==> config.mk <==
export PLATFORM = sky130hd
export DESIGN_NAME = gpio_irq_ctrl_flat
export DESIGN_NICKNAME = d
export VERILOG_FILES = /design/src/rtl/gpio_irq_ctrl_if.sv /design/src/rtl/gpio_irq_ctrl.sv /design/src/flat_wrapper.sv
export SDC_FILE = /design/constraint.sdc
export NUM_CORES = 1
export LEC_CHECK = 0
export BUFFER_PORTS_ARGS = -buffer_cell sky130_fd_sc_hd__buf_2
export CAP_MARGIN = 20
export CORE_MARGIN = 2
export CORE_UTILIZATION = 57
export CTS_BUF_LIST = sky130_fd_sc_hd__clkbuf_8 sky130_fd_sc_hd__clkbuf_16
export CTS_CLUSTER_DIAMETER = 30
export DETAILED_ROUTE_END_ITERATION = 16
export GPL_TIMING_DRIVEN = 0
export HOLD_SLACK_MARGIN = 0.15
export PLACE_DENSITY = 0.88
export SLEW_MARGIN = 20
export SYNTH_ARGS = -nofsm -noshare
export SYNTH_HDL_FRONTEND = slang
export SYNTH_SLANG_ARGS = --single-unit
==> constraint.sdc <==
create_clock -name clk -period 1.9 [get_ports clk]
set_clock_uncertainty 0.15 [all_clocks]
set_input_delay 0 -clock clk [delete_from_list [all_inputs] [get_ports clk]]
set_output_delay 0 -clock clk [all_outputs]
set_load 0.01 [all_outputs]
==> src/rtl/gpio_irq_ctrl_if.sv <==
// CPU-side register and interrupt bus of gpio_irq_ctrl.
// Master is the CPU/bench, slave is the controller.
interface gpio_irq_ctrl_if #(
  parameter int DW  = 8,
  parameter int IDW = 3
);
  logic [2:0]     addr_i;
  logic           wen_i;
  logic           ren_i;
  logic [DW-1:0]  wdata_i;
  logic [DW-1:0]  rdata_o;
  logic           irq_o;
  logic [IDW-1:0] irq_id_o;
  logic           irq_ack_i;

  modport master (
    output addr_i, wen_i, ren_i, wdata_i, irq_ack_i,
    input  rdata_o, irq_o, irq_id_o
  );

  modport slave (
    input  addr_i, wen_i, ren_i, wdata_i, irq_ack_i,
    output rdata_o, irq_o, irq_id_o
  );
endinterface

==> src/rtl/gpio_irq_ctrl.sv <==
// GPIO interrupt controller: 2-flop sync, level/edge detect, sticky status, fixed-priority IRQ FSM.
// Latency: pin to irq_o 4 cycles, read data 1 cycle after ren_i; no backpressure, CPU acks each IRQ.
module gpio_irq_ctrl #(
  parameter int DW  = 8,
  parameter int IDW = 3
) (
  input  logic          clk,
  input  logic          rst,
  input  logic [DW-1:0] gpio_i,
  gpio_irq_ctrl_if.slave bus
);

  localparam logic [1:0] ST_IDLE   = 2'd0;
  localparam logic [1:0] ST_ASSERT = 2'd1;
  localparam logic [1:0] ST_GAP    = 2'd2;

  logic [DW-1:0]  meta_q, sync_q, prev_q;
  logic [DW-1:0]  ie_q, type_q, pol_q, status_q;
  logic [DW-1:0]  evt, pending, clr, vec, rd_mux, rdata_q;
  logic [1:0]     state_q;
  logic [IDW-1:0] id_q, sel;
  logic           any_pending, ack_hit;

  // Level: pin equals polarity. Edge: pol=1 rising, pol=0 falling.
  assign evt = (~type_q & ~(sync_q ^ pol_q))
             | ( type_q &  pol_q &  sync_q & ~prev_q)
             | ( type_q & ~pol_q & ~sync_q &  prev_q);

  assign pending     = status_q & ie_q;
  assign any_pending = |pending;
  assign ack_hit     = (state_q == ST_ASSERT) && bus.irq_ack_i;

  always_comb begin
    sel = '0;
    for (int i = DW - 1; i >= 0; i--) begin
      if (pending[i]) sel = IDW'(i);
    end
  end

  always_comb begin
    clr = '0;
    if (bus.wen_i && (bus.addr_i == 3'd3)) clr = bus.wdata_i;
    if (ack_hit) clr[id_q] = 1'b1;
  end

  always_comb begin
    vec           = '0;
    vec[IDW-1:0]  = sel;
    vec[DW-1]     = any_pending;
  end

  always_comb begin
    rd_mux = '0;
    case (bus.addr_i)
      3'd0:    rd_mux = ie_q;
      3'd1:    rd_mux = type_q;
      3'd2:    rd_mux = pol_q;
      3'd3:    rd_mux = status_q;
      3'd4:    rd_mux = sync_q;
      3'd5:    rd_mux = vec;
      default: rd_mux = '0;
    endcase
  end

  always_ff @(posedge clk) begin
    if (rst) begin
      meta_q   <= '0;
      sync_q   <= '0;
      prev_q   <= '0;
      status_q <= '0;
      ie_q     <= '0;
      type_q   <= '0;
      pol_q    <= '0;
      rdata_q  <= '0;
    end else begin
      meta_q   <= gpio_i;
      sync_q   <= meta_q;
      prev_q   <= sync_q;
      // A new event wins over a same-cycle clear.
      status_q <= (status_q & ~clr) | evt;
      if (bus.wen_i) begin
        case (bus.addr_i)
          3'd0:    ie_q   <= bus.wdata_i;
          3'd1:    type_q <= bus.wdata_i;
          3'd2:    pol_q  <= bus.wdata_i;
          default: ;
        endcase
      end
      if (bus.ren_i) rdata_q <= rd_mux;
    end
  end

  always_ff @(posedge clk) begin
    if (rst) begin
      state_q <= ST_IDLE;
      id_q    <= '0;
    end else begin
      case (state_q)
        ST_IDLE: begin
          if (any_pending) begin
            id_q    <= sel;
            state_q <= ST_ASSERT;
          end
        end
        ST_ASSERT: begin
          if (bus.irq_ack_i)        state_q <= ST_GAP;
          else if (!pending[id_q])  state_q <= ST_IDLE;
        end
        ST_GAP:  state_q <= ST_IDLE;
        default: state_q <= ST_IDLE;
      endcase
    end
  end

  assign bus.irq_o    = (state_q == ST_ASSERT);
  assign bus.irq_id_o = id_q;
  assign bus.rdata_o  = rdata_q;

endmodule

==> src/flat_wrapper.sv <==
// flat-port wrapper written by rule: the top's interface ports become plain ports
module gpio_irq_ctrl_flat 
#(
  parameter int DW  = 8,
  parameter int IDW = 3
)
  (clk, rst, gpio_i, bus_addr_i, bus_wen_i, bus_ren_i, bus_wdata_i, bus_irq_ack_i, bus_rdata_o, bus_irq_o, bus_irq_id_o);
  gpio_irq_ctrl_if #(.DW(DW), .IDW(IDW)) bus_i ();
  input  logic clk;
  input  logic rst;
  input  logic [DW-1:0] gpio_i;
  input wire logic [$bits(bus_i.addr_i)-1:0] bus_addr_i;
  input wire logic [$bits(bus_i.wen_i)-1:0] bus_wen_i;
  input wire logic [$bits(bus_i.ren_i)-1:0] bus_ren_i;
  input wire logic [$bits(bus_i.wdata_i)-1:0] bus_wdata_i;
  input wire logic [$bits(bus_i.irq_ack_i)-1:0] bus_irq_ack_i;
  output wire logic [$bits(bus_i.rdata_o)-1:0] bus_rdata_o;
  output wire logic [$bits(bus_i.irq_o)-1:0] bus_irq_o;
  output wire logic [$bits(bus_i.irq_id_o)-1:0] bus_irq_id_o;
  assign bus_i.addr_i = bus_addr_i;
  assign bus_i.wen_i = bus_wen_i;
  assign bus_i.ren_i = bus_ren_i;
  assign bus_i.wdata_i = bus_wdata_i;
  assign bus_i.irq_ack_i = bus_irq_ack_i;
  assign bus_rdata_o = bus_i.rdata_o;
  assign bus_irq_o = bus_i.irq_o;
  assign bus_irq_id_o = bus_i.irq_id_o;
  gpio_irq_ctrl #(.DW(DW), .IDW(IDW)) u_core (.clk(clk), .rst(rst), .gpio_i(gpio_i), .bus(bus_i));
endmodule
==> results.txt <==
Ys Warns: 0
Die area: 5850 sq um
Synth cell types: 41
Crit-path cells: dlygate4sd3_1 > buf_2 > nand2_1 > dlygate4sd3_1 > a21oi_1 > dlygate4sd3_1
Largest area contributor in the netlist: dfxtp_1
Fin Setup TNS: 0 ns
Total CTS buffers: 9
First drt pass iteration count: 6
# port buffers: 33
Rows: 26
DIE WIDTH: 76.5 um
Unrepaired setup endpoints after global routing: false
IO Count: 36
Tcrit/Tclk final: 0.968
Top FF cell, synth: dfxtp_1
Layout cells sized above 1: 0.168
Global route overflow: 0
Max Fclk: 0.544 GHz
Req. time, crit path: 2.00 ns
Initial drt markers: 448
Initial antenna violation count: 0
EDFF count, synth: 0
Seq/Total Area, Yosys: 0.462
Min Tclk post-route: 1.84 ns
Mapped cell area: 2990 sq um
Cell count after placement: 441
Drt total wl: 8370 um
Leakage: 1.54 nW
CP max FO: 4
Layout area overhead: 30.3%
Final Hold Fails: 0
Clock sinks: 69
Synth async-reset ratio: 0
Largest net degree at the start of global routing: 13
Final Max Tran Viols: 0
Slowest CP cell: dlygate4sd3_1
Syn Area/Cell: 8.85 sq um
Setup Buffers After CTS: 0
Crit path kind: primary input to flop
CTS tree: done
Rel. slew slack: 0.442
PwrDens: 825 nW/um^2
Crit start category: primary input
Root buffer cell: clkbuf_8
Syn Nets: 362
Hold Path Depth: 4
Worst setup slack after placement: 0.239 ns
Flops & latches, synth: 69
Crit path capture type: flop
DRC errors left: 0
Core area: 5070 sq um
Initial core utilization: 0.590
Global Route Usage Sum: 0.290
Worst setup margin: 0.0613 ns
DP HPWL: 5100 um
Nets: 448
GP Congestion: 0.932
Synth top area cells: dfxtp_1 46%, a21oi_1 7.9%, nand2_1 7.8%
Slew @ Worst Pin: 0.834 ns
Post-synth top area share: 0.462
First-pass GRT wire length: 13200 um
CTS HTree Levels: 3
Worst VDD drop: 703 uV
Worst-path clk slew: 0.08 ns
Drt via density: 5.95
WL per Instance: 16.8 um
Crit path DAT: 1.93 ns
Chip height: 76.5 um
Vias: 2971
Ant. Diodes: 0
Number of max-cap violations: 0
Clk buf depth: 2
Total Power: 3.22 mW
Cell with the most instances after synthesis: dfxtp_1
Post-route ant nets: 0
Clk_lat worst skew: 0.36 ns
Min-Delay Path Class: primary input to flop
Crit-path max cell delay: 0.60 ns
Vias in the first global route: 2837
Most frequent CP cell: dlygate4sd3_1
Finish-stage setup viols: 0
Non-filler cells, final: 499
Reg2Reg Depth: 5
Most instantiated cells after synthesis: 69 x dfxtp_1, 62 x nand2_1, 47 x a21oi_1
Cells after Synth: 338
Status: finished clean
-- cell usage in the layout, fill, tap and decap left out, drive strengths merged, types with 2 or more instances in the layout --
master / n
xor2: 8
nor2: 21
dlygate4sd3: 42
nand4: 2
nand2: 63
inv: 6
o221a: 2
nor2b: 30
and3: 2
nand3b: 2
nand3: 2
xnor2: 8
a22oi: 11
a31oi: 4
a32oi: 3
clkinv: 3
mux2i: 8
buf: 41
mux4: 7
a21oi: 48
dfxtp: 69
bufinv: 2
o21ai: 9
and2: 3
clkbuf: 18
nand2b: 2
-- report_power, final --
part / internal (mW) / total [mW] / switching, mW
sequential: 1.50 / 1.54 / 0.0468
clock: 0.772 / 1.36 / 0.588
combinational: 0.154 / 0.314 / 0.160
-- area by class of cell --
cell class                 instances  area (sq um)
inverter                           6          22.5
clock buffer                      10           138
timing repair buffer              75           586
multi-input combinational        246          1520
buffer                            17          83.8
tap                               70          87.6
sequential                        69          1380
clock inverter                     6          86.3
fill                             347          1170
-- path summary, 6_finish.rpt --
path | from | end | slack (ns)
hold reg to reg | u_core.meta_q[4]$_SDFF_PP0_ | u_core.sync_q[4]$_SDFF_PP0_ | 0.29
setup reg to reg | u_core.status_q[6]$_SDFF_PP0_ | u_core.bus.irq_id_o[1]$_SDFFE_PP0P_ | 0.15
setup / recovery | bus_wdata_i[1] | u_core.ie_q[1]$_SDFFE_PP0P_ | 0.06
hold / removal | bus_addr_i[2] | u_core.bus.rdata_o[1]$_SDFFE_PP0P_ | 0.18
-- state kept, by name, summed over array words and instances, names as in the netlist --
register / cells
u_core.status_q: 8
u_core.pol_q: 8
u_core.type_q: 8
u_core.sync_q: 8
u_core.bus.rdata_o: 8
u_core.state_q: 2
u_core.prev_q: 8
u_core.ie_q: 8
u_core.meta_q: 8
u_core.bus.irq_id_o: 3
-- cells by family after synthesis --
| kind of cell | count (synthesis) | synth area share |
|---|---|---|
| xor+xnor | 16 | 0.0468 |
| simple gates | 129 | 0.202 |
| compound gates | 86 | 0.175 |
| buf+inv | 23 | 0.0355 |
| mux | 15 | 0.0794 |
| flops | 69 | 0.462 |
-- metrics by stage --
step,instance area [sq um],util,hold WS (ns)
2_1_floorplan,2990,-,-0.0218
3_3_place_gp,3250,0.640,0.0568
3_5_place_dp,3250,0.640,0.0625
4_1_cts,3890,0.767,0.152
5_1_grt,3900,0.768,0.227
6_report,3900,0.768,0.185
-- routing by layer --
layer	vias to the layer above	GRT usage	part of all wire
met4	0	0.173	0.042
li1	1340	-	-
met3	55	0.0486	0.096
met5	-	0	0
met2	195	0.486	0.48
met1	1381	0.350	0.39
-- critical path: cells and delay by family --
kind | cells | cell delay (ns)
AO/OA/AOI/OAI | 1 | 0.06
buffers and inverters | 4 | 1.83
AND/OR/NAND/NOR | 1 | 0.05
-- timing repair --
item / CTS / global route
endpoints found under the hold margin: 67 / 0
gates resized for setup: 0 / 3
endpoints found under the setup margin: 0 / 7
hold buffers: 42 / 0
Note: power is estimated with default switching activity, not from simulation.
